==> src/rtl/muldiv_ctrl.sv <==
// Multi-cycle MULT/MULTU/DIV/DIVU sequencer beside the EX-stage ALU; result on a {hi,lo} pair.
// Latency: multiply MUL_LAT+1 cycles after accept, divide WIDTH+1, divide-by-zero 1 (valid in DONE).
// Backpressure: stall freezes IF..EX from accept through the last busy cycle; flush aborts at once.
module muldiv_ctrl #(
  parameter int WIDTH   = 32,
  parameter int MUL_LAT = 2
) (
  input  logic             clk,
  input  logic             rst_n,
  input  logic             start_mul,
  input  logic             start_div,
  input  logic             sign,
  input  logic             flush,
  input  logic [WIDTH-1:0] op_a,
  input  logic [WIDTH-1:0] op_b,
  output logic             stall,
  output logic             busy,
  output logic             valid,
  output logic [WIDTH-1:0] hi,
  output logic [WIDTH-1:0] lo
);

  localparam int NMAX = (WIDTH > MUL_LAT) ? WIDTH : MUL_LAT;
  localparam int CW   = $clog2(NMAX + 1);

  localparam logic [1:0] S_IDLE = 2'd0;
  localparam logic [1:0] S_MUL  = 2'd1;
  localparam logic [1:0] S_DIV  = 2'd2;
  localparam logic [1:0] S_DONE = 2'd3;

  localparam logic [CW-1:0] MUL_LAST = CW'(MUL_LAT - 1);
  localparam logic [CW-1:0] DIV_LAST = CW'(WIDTH - 1);

  logic [1:0]       state;
  logic [1:0]       state_nxt;
  logic [CW-1:0]    cnt;
  logic [WIDTH-1:0] a_q;
  logic [WIDTH-1:0] b_q;
  logic             sign_q;
  logic [WIDTH-1:0] quo_q;
  logic [WIDTH-1:0] rem_q;

  logic             start_any;
  logic             accept;
  logic             div_by_zero;
  logic             mul_last;
  logic             div_last;

  // Multiply datapath: full-width product of the latched operands.
  logic [2*WIDTH-1:0] ext_a;
  logic [2*WIDTH-1:0] ext_b;
  logic [2*WIDTH-1:0] product;

  // Divide datapath: one restoring step per DIV cycle on magnitudes.
  logic [WIDTH-1:0] div_b_mag;
  logic [WIDTH:0]   shifted;
  logic             ge;
  logic [WIDTH-1:0] rem_nxt;
  logic [WIDTH-1:0] quo_nxt;
  logic             neg_quo;
  logic             neg_rem;
  logic [WIDTH-1:0] quo_fin;
  logic [WIDTH-1:0] rem_fin;

  assign start_any   = start_mul | start_div;
  assign accept      = (state == S_IDLE) & start_any & ~flush;
  // Mul wins when both starts are high, so only a pure divide can short-circuit on zero.
  assign div_by_zero = ~start_mul & (op_b == '0);
  assign mul_last    = (state == S_MUL) & (cnt == MUL_LAST);
  assign div_last    = (state == S_DIV) & (cnt == DIV_LAST);

  assign ext_a   = sign_q ? {{WIDTH{a_q[WIDTH-1]}}, a_q} : {{WIDTH{1'b0}}, a_q};
  assign ext_b   = sign_q ? {{WIDTH{b_q[WIDTH-1]}}, b_q} : {{WIDTH{1'b0}}, b_q};
  assign product = ext_a * ext_b;

  assign div_b_mag = (sign_q & b_q[WIDTH-1]) ? -b_q : b_q;
  assign shifted   = {rem_q, quo_q[WIDTH-1]};
  assign ge        = shifted >= {1'b0, div_b_mag};
  // Partial remainder is always below the divisor, so the W-bit difference is exact.
  assign rem_nxt   = ge ? (shifted[WIDTH-1:0] - div_b_mag) : shifted[WIDTH-1:0];
  assign quo_nxt   = {quo_q[WIDTH-2:0], ge};
  assign neg_quo   = sign_q & (a_q[WIDTH-1] ^ b_q[WIDTH-1]);
  assign neg_rem   = sign_q & a_q[WIDTH-1];
  assign quo_fin   = neg_quo ? -quo_nxt : quo_nxt;
  assign rem_fin   = neg_rem ? -rem_nxt : rem_nxt;

  // Pipeline-facing status; stall is forced low in reset so a held start cannot freeze the core.
  assign busy  = (state == S_MUL) | (state == S_DIV);
  assign valid = (state == S_DONE) & ~flush;
  assign stall = rst_n & ~flush & (((state == S_IDLE) & start_any) | busy);

  // Next-state selection; flush overrides everything and returns to IDLE.
  always_comb begin
    state_nxt = state;
    case (state)
      S_IDLE: begin
        if (accept) begin
          if (start_mul)        state_nxt = S_MUL;
          else if (div_by_zero) state_nxt = S_DONE;
          else                  state_nxt = S_DIV;
        end
      end
      S_MUL:   if (cnt == MUL_LAST) state_nxt = S_DONE;
      S_DIV:   if (cnt == DIV_LAST) state_nxt = S_DONE;
      S_DONE:  state_nxt = S_IDLE;
      default: state_nxt = S_IDLE;
    endcase
    if (flush) state_nxt = S_IDLE;
  end

  // State register.
  always_ff @(posedge clk or negedge rst_n) begin
    if (!rst_n) state <= S_IDLE;
    else        state <= state_nxt;
  end

  // Iteration counter: cleared on accept and on any state change, advanced while busy.
  always_ff @(posedge clk or negedge rst_n) begin
    if (!rst_n)                              cnt <= '0;
    else if (accept || (state_nxt != state)) cnt <= '0;
    else if (busy)                           cnt <= cnt + CW'(1);
  end

  // Operand capture at accept; the forwarded inputs may change freely afterwards.
  always_ff @(posedge clk or negedge rst_n) begin
    if (!rst_n) begin
      a_q    <= '0;
      b_q    <= '0;
      sign_q <= 1'b0;
    end else if (accept) begin
      a_q    <= op_a;
      b_q    <= op_b;
      sign_q <= sign;
    end
  end

  // Divider working registers: quotient shifts in from the dividend magnitude.
  always_ff @(posedge clk or negedge rst_n) begin
    if (!rst_n) begin
      quo_q <= '0;
      rem_q <= '0;
    end else if (accept) begin
      quo_q <= (sign & op_a[WIDTH-1]) ? -op_a : op_a;
      rem_q <= '0;
    end else if ((state == S_DIV) && !flush) begin
      quo_q <= quo_nxt;
      rem_q <= rem_nxt;
    end
  end

  // Result registers load on DONE entry only, so they hold across flushes and idle time.
  always_ff @(posedge clk or negedge rst_n) begin
    if (!rst_n) begin
      hi <= '0;
      lo <= '0;
    end else if (accept && !start_mul && div_by_zero) begin
      hi <= op_a;
      lo <= '1;
    end else if (mul_last && !flush) begin
      hi <= product[2*WIDTH-1:WIDTH];
      lo <= product[WIDTH-1:0];
    end else if (div_last && !flush) begin
      hi <= rem_fin;
      lo <= quo_fin;
    end
  end

endmodule

==> config.mk <==
export PLATFORM = sky130hd
export DESIGN_NAME = muldiv_ctrl
export DESIGN_NICKNAME = d
export VERILOG_FILES = /design/src/rtl/muldiv_ctrl.sv
export SDC_FILE = /design/constraint.sdc
export NUM_CORES = 2
export LEC_CHECK = 0
export CAP_MARGIN = 30
export CORE_ASPECT_RATIO = 1.1
export CORE_MARGIN = 2
export CORE_UTILIZATION = 65
export DETAILED_ROUTE_END_ITERATION = 16
export GPL_TIMING_DRIVEN = 0
export PLACE_DENSITY = 0.83
export SYNTH_ARGS = -nofsm -noshare
export SYNTH_HDL_FRONTEND = slang
export SYNTH_SLANG_ARGS = --single-unit
export TNS_END_PERCENT = 30
==> constraint.sdc <==
create_clock -name clk -period 17.6 [get_ports clk]
set_input_delay 2.64 -clock clk [delete_from_list [all_inputs] [get_ports clk]]
set_output_delay 2.64 -clock clk [all_outputs]
set_load 0.05 [all_outputs]
==> metrics <==
Compound-Gate Fraction of Synth Area=0.0743; critical path endpoint category=register; Slew @ Worst Pin=between 1 and 1.5 ns; FMAX=0.0805 GHz; Max Slew Vio Count=0; Slowest cell on crit path=fa_1; worst hold path type=reg -> reg; worst-path fanout max=10; delay-heaviest family, CP=adder cells; Max-Cap Viols=0; Die Span Y=328 µm; PortBufs=~140; number of setup violations in the final report=0; Synth warnings=0; CTS buffer count=24; DR vias/cell=6.42; CTS tree=built; Worst EP required=18.07 ns; CP Depth=31; clock sink total=~200; P&R area growth vs syn=8.34%; slew margin rel.=0.143; fin crit share=0.706; drt first pass iters=7; total wire length=approximately 260 mm; core area=approximately 94000 µm²; Setup TNS=0 ns; Hold Buf Count CTS=0; GRT Overall Usage=0.550; DPL Wire Length=roughly 220 mm; number of synthesized flops with an enable pin=0; dominant synthesized flop cell=dfrtp_1; Die W=298 µm; Mapped Nets=between 8000 and 9000; fill count=a little over 7000; syn avg cell area=approximately 9.0 µm²; GP Congestion=roughly 1.1; # IOs=approximately 140; crit path DAT=roughly 13 ns; hold path depth=2; status=finished, final reports clean; Crit Path Class=reg -> reg; post-CTS sizing=0; CTS root buf=clkbuf_16; Most Used Layer, Global Route=met2; FF+latch count, synth=about 200; RSZ-0062 raised after global routing=no; simple-gate portion of the synthesized area=0.153; largest net degree at the start of global routing=a little over 80; vias in the first global route=56100; Via Count=around 54000; WP buf/inv=7; layout cells sized above 1=0.0281; post-synthesis adder-cell area fraction=0.531; post-synthesis cell type count=103; worst skew pair latency=0.60 ns; Most common cell on crit path=fa_1; first-pass GRT wire length=roughly 380 mm; Reg area=a little over 5000 µm²; reg2reg path depth=31; M2 GR Usage=0.787; Final ANT Viol Nets=0; antenna violations before repair=35; post-synthesis sequential area ratio=0.0812; mux share of post-synthesis cell area=0.00699; Clock transition at path regs=0.06 ns; clk buf depth=3; M3 GR Usage=0.221; Synth Area in XOR/XNOR=0.0355; minimum clock period=around 12 ns; std cell rows=roughly 120; setup bufs post-CTS=0; skew final=0.0181 ns; Total Die Area=97700 µm²; Final Hold Violating Endpoints=0; wire per inst=~31 µm; Post-Synthesis Cells=6850; Net count, final=8946; grt ovf=0; critical path startpoint category=register; Initial Util=0.656; M1 GR Usage=0.632; synthesized cell area=61900 µm²; multi-input logic area=around 50000 µm²; main combinational cell family by area after synthesis=adder cells; FFs w/ async S/R, synth=1.00; H-tree Lvls=1; DRT iter0 DRCs=7201; drt drc=0; max incr delay on CP=just over 0.9 ns
## state kept, by name, summed over array words and instances (netlist names)
signal and count:
state 2, rem_q 32, hi 32, lo 32, a_q 32, sign_q 1, cnt 6, b_q 32
quo_q 32
## worst min-delay path, stage by stage (launching register included)
cell and delay (ns):
dfrtp_1 0.37, nand2_1 0.06, o21ai_0 0.06
## path summary, 6_finish.rpt
check                                      startpoint                    end  slack, ns
max in group asynchronous                       rst_n    a_q[16]$_DFFE_PN0P_      14.52
worst max register to register     sign_q$_DFFE_PN0P_     hi[30]$_DFFE_PN0P_       5.18
worst min register to register  rem_q[21]$_DFFE_PN0P_  rem_q[21]$_DFFE_PN0P_       0.53
min in group asynchronous                       rst_n     cnt[0]$_DFFE_PN0P_       1.93
worst min-delay path            rem_q[21]$_DFFE_PN0P_  rem_q[21]$_DFFE_PN0P_       0.53
worst max-delay path               sign_q$_DFFE_PN0P_     hi[30]$_DFFE_PN0P_       5.18
## synth_stat cells, types with 5 or more instances
library cell,instances,area [µm²]
a211oi_1,17,128
a21o_1,50,375
a21oi_1,178,891
a221oi_1,10,87.6
a22o_1,6,52.6
a22oi_1,6,45.0
a311oi_1,8,70.1
a31o_2,5,43.8
a31oi_1,20,125
a41oi_1,9,78.8
and2_1,579,3620
and3_1,30,188
buf_1,35,131
buf_2,8,40.0
buf_6,8,90.1
clkbuf_1,314,1180
dfrtp_1,201,5030
fa_1,1420,28400
ha_1,352,4400
inv_1,1560,5860
mux2i_1,41,410
nand2_1,914,3430
nand2b_1,14,87.6
nand3_1,43,215
nand4_1,22,138
nor2_1,173,649
nor2b_1,17,106
nor3_1,44,220
nor3b_1,7,52.6
nor4_1,33,206
o2111ai_1,5,43.8
o211ai_1,30,225
o21a_1,10,75.1
o21ai_0,198,991
o21ai_1,9,45.0
o21bai_1,17,128
o221ai_1,20,175
o22ai_1,7,43.8
o31ai_1,25,188
o41ai_1,15,131
or2_2,8,50.1
or3_1,19,119
or4_1,9,67.6
xnor2_1,155,1360
xor2_1,96,841
## per-layer routing
metal	vias up	wire length [µm]	share of wire
met5	-	157	0.00060
met4	16	33400	0.13
met3	1613	37500	0.14
met2	4579	109000	0.42
met1	26700	82100	0.31
li1	21100	-	-
## area by class of cell
class                           instances  area share
Multi-Input combinational cell       4719       0.739
Inverter                             1562      0.0874
Sequential cell                       201      0.0750
Timing Repair Buffer                  228      0.0410
Tap cell                             1260      0.0235
Buffer                                368      0.0220
Clock buffer                           30     0.00959
Clock inverter                         12     0.00177
Antenna cell                           30     0.00112
## cells by family after synthesis
| logic type | after synthesis |
|---|---|
| AOI/OAI and AO/OA | 707 |
| DFF | 201 |
| muxes | 43 |
| and+or+nand+nor | 1944 |
| buffers and inverters | 1930 |
| xor gates and xnor gates | 251 |
| adders and majority gates | 1774 |
## layout by cell type (no fill, tap or decap), drive strengths merged, types with 11 or more instances in the layout
| cell | instances |
|---|---|
| or3 | 21 |
| nand2 | 916 |
| and3 | 31 |
| xnor2 | 155 |
| nor2b | 17 |
| a21o | 52 |
| o41ai | 15 |
| nor4 | 34 |
| a211oi | 20 |
| o221ai | 20 |
| dfrtp | 201 |
| nand2b | 14 |
| a31oi | 20 |
| xor2 | 96 |
| clkbuf | 346 |
| mux2i | 41 |
| a21oi | 179 |
| nor2 | 173 |
| o31ai | 26 |
| and2 | 581 |
| o21bai | 18 |
| ha | 352 |
| buf | 146 |
| or2 | 11 |
| o211ai | 31 |
| nand3 | 45 |
| o21ai | 207 |
| nor3 | 45 |
| clkdlybuf4s50 | 134 |
| nand4 | 22 |
| diode | 30 |
| fa | 1420 |
| inv | 1563 |
## through the flow
| stage | util | worst slack, ns | hold slack [ns] | instance area, µm² | std cells |
|---|---|---|---|---|---|
| 4_1_cts | 0.705 | 5.55 | 0.530 | 66500 | 8346 |
| 3_3_place_gp | 0.687 | 3.36 | 0.505 | 64800 | 8245 |
| 5_1_grt | 0.710 | 4.97 | 0.556 | 67000 | 8383 |
| 2_1_floorplan | - | 8.08 | 0.473 | 61900 | 6850 |
| 3_5_place_dp | 0.697 | 5.58 | 0.516 | 65800 | 8304 |
| 6_report | 0.711 | 5.18 | 0.530 | 67100 | 8410 |
Power is not shown: default switching activity piles up to over one toggle a cycle in this logic, so the estimate is an artifact.
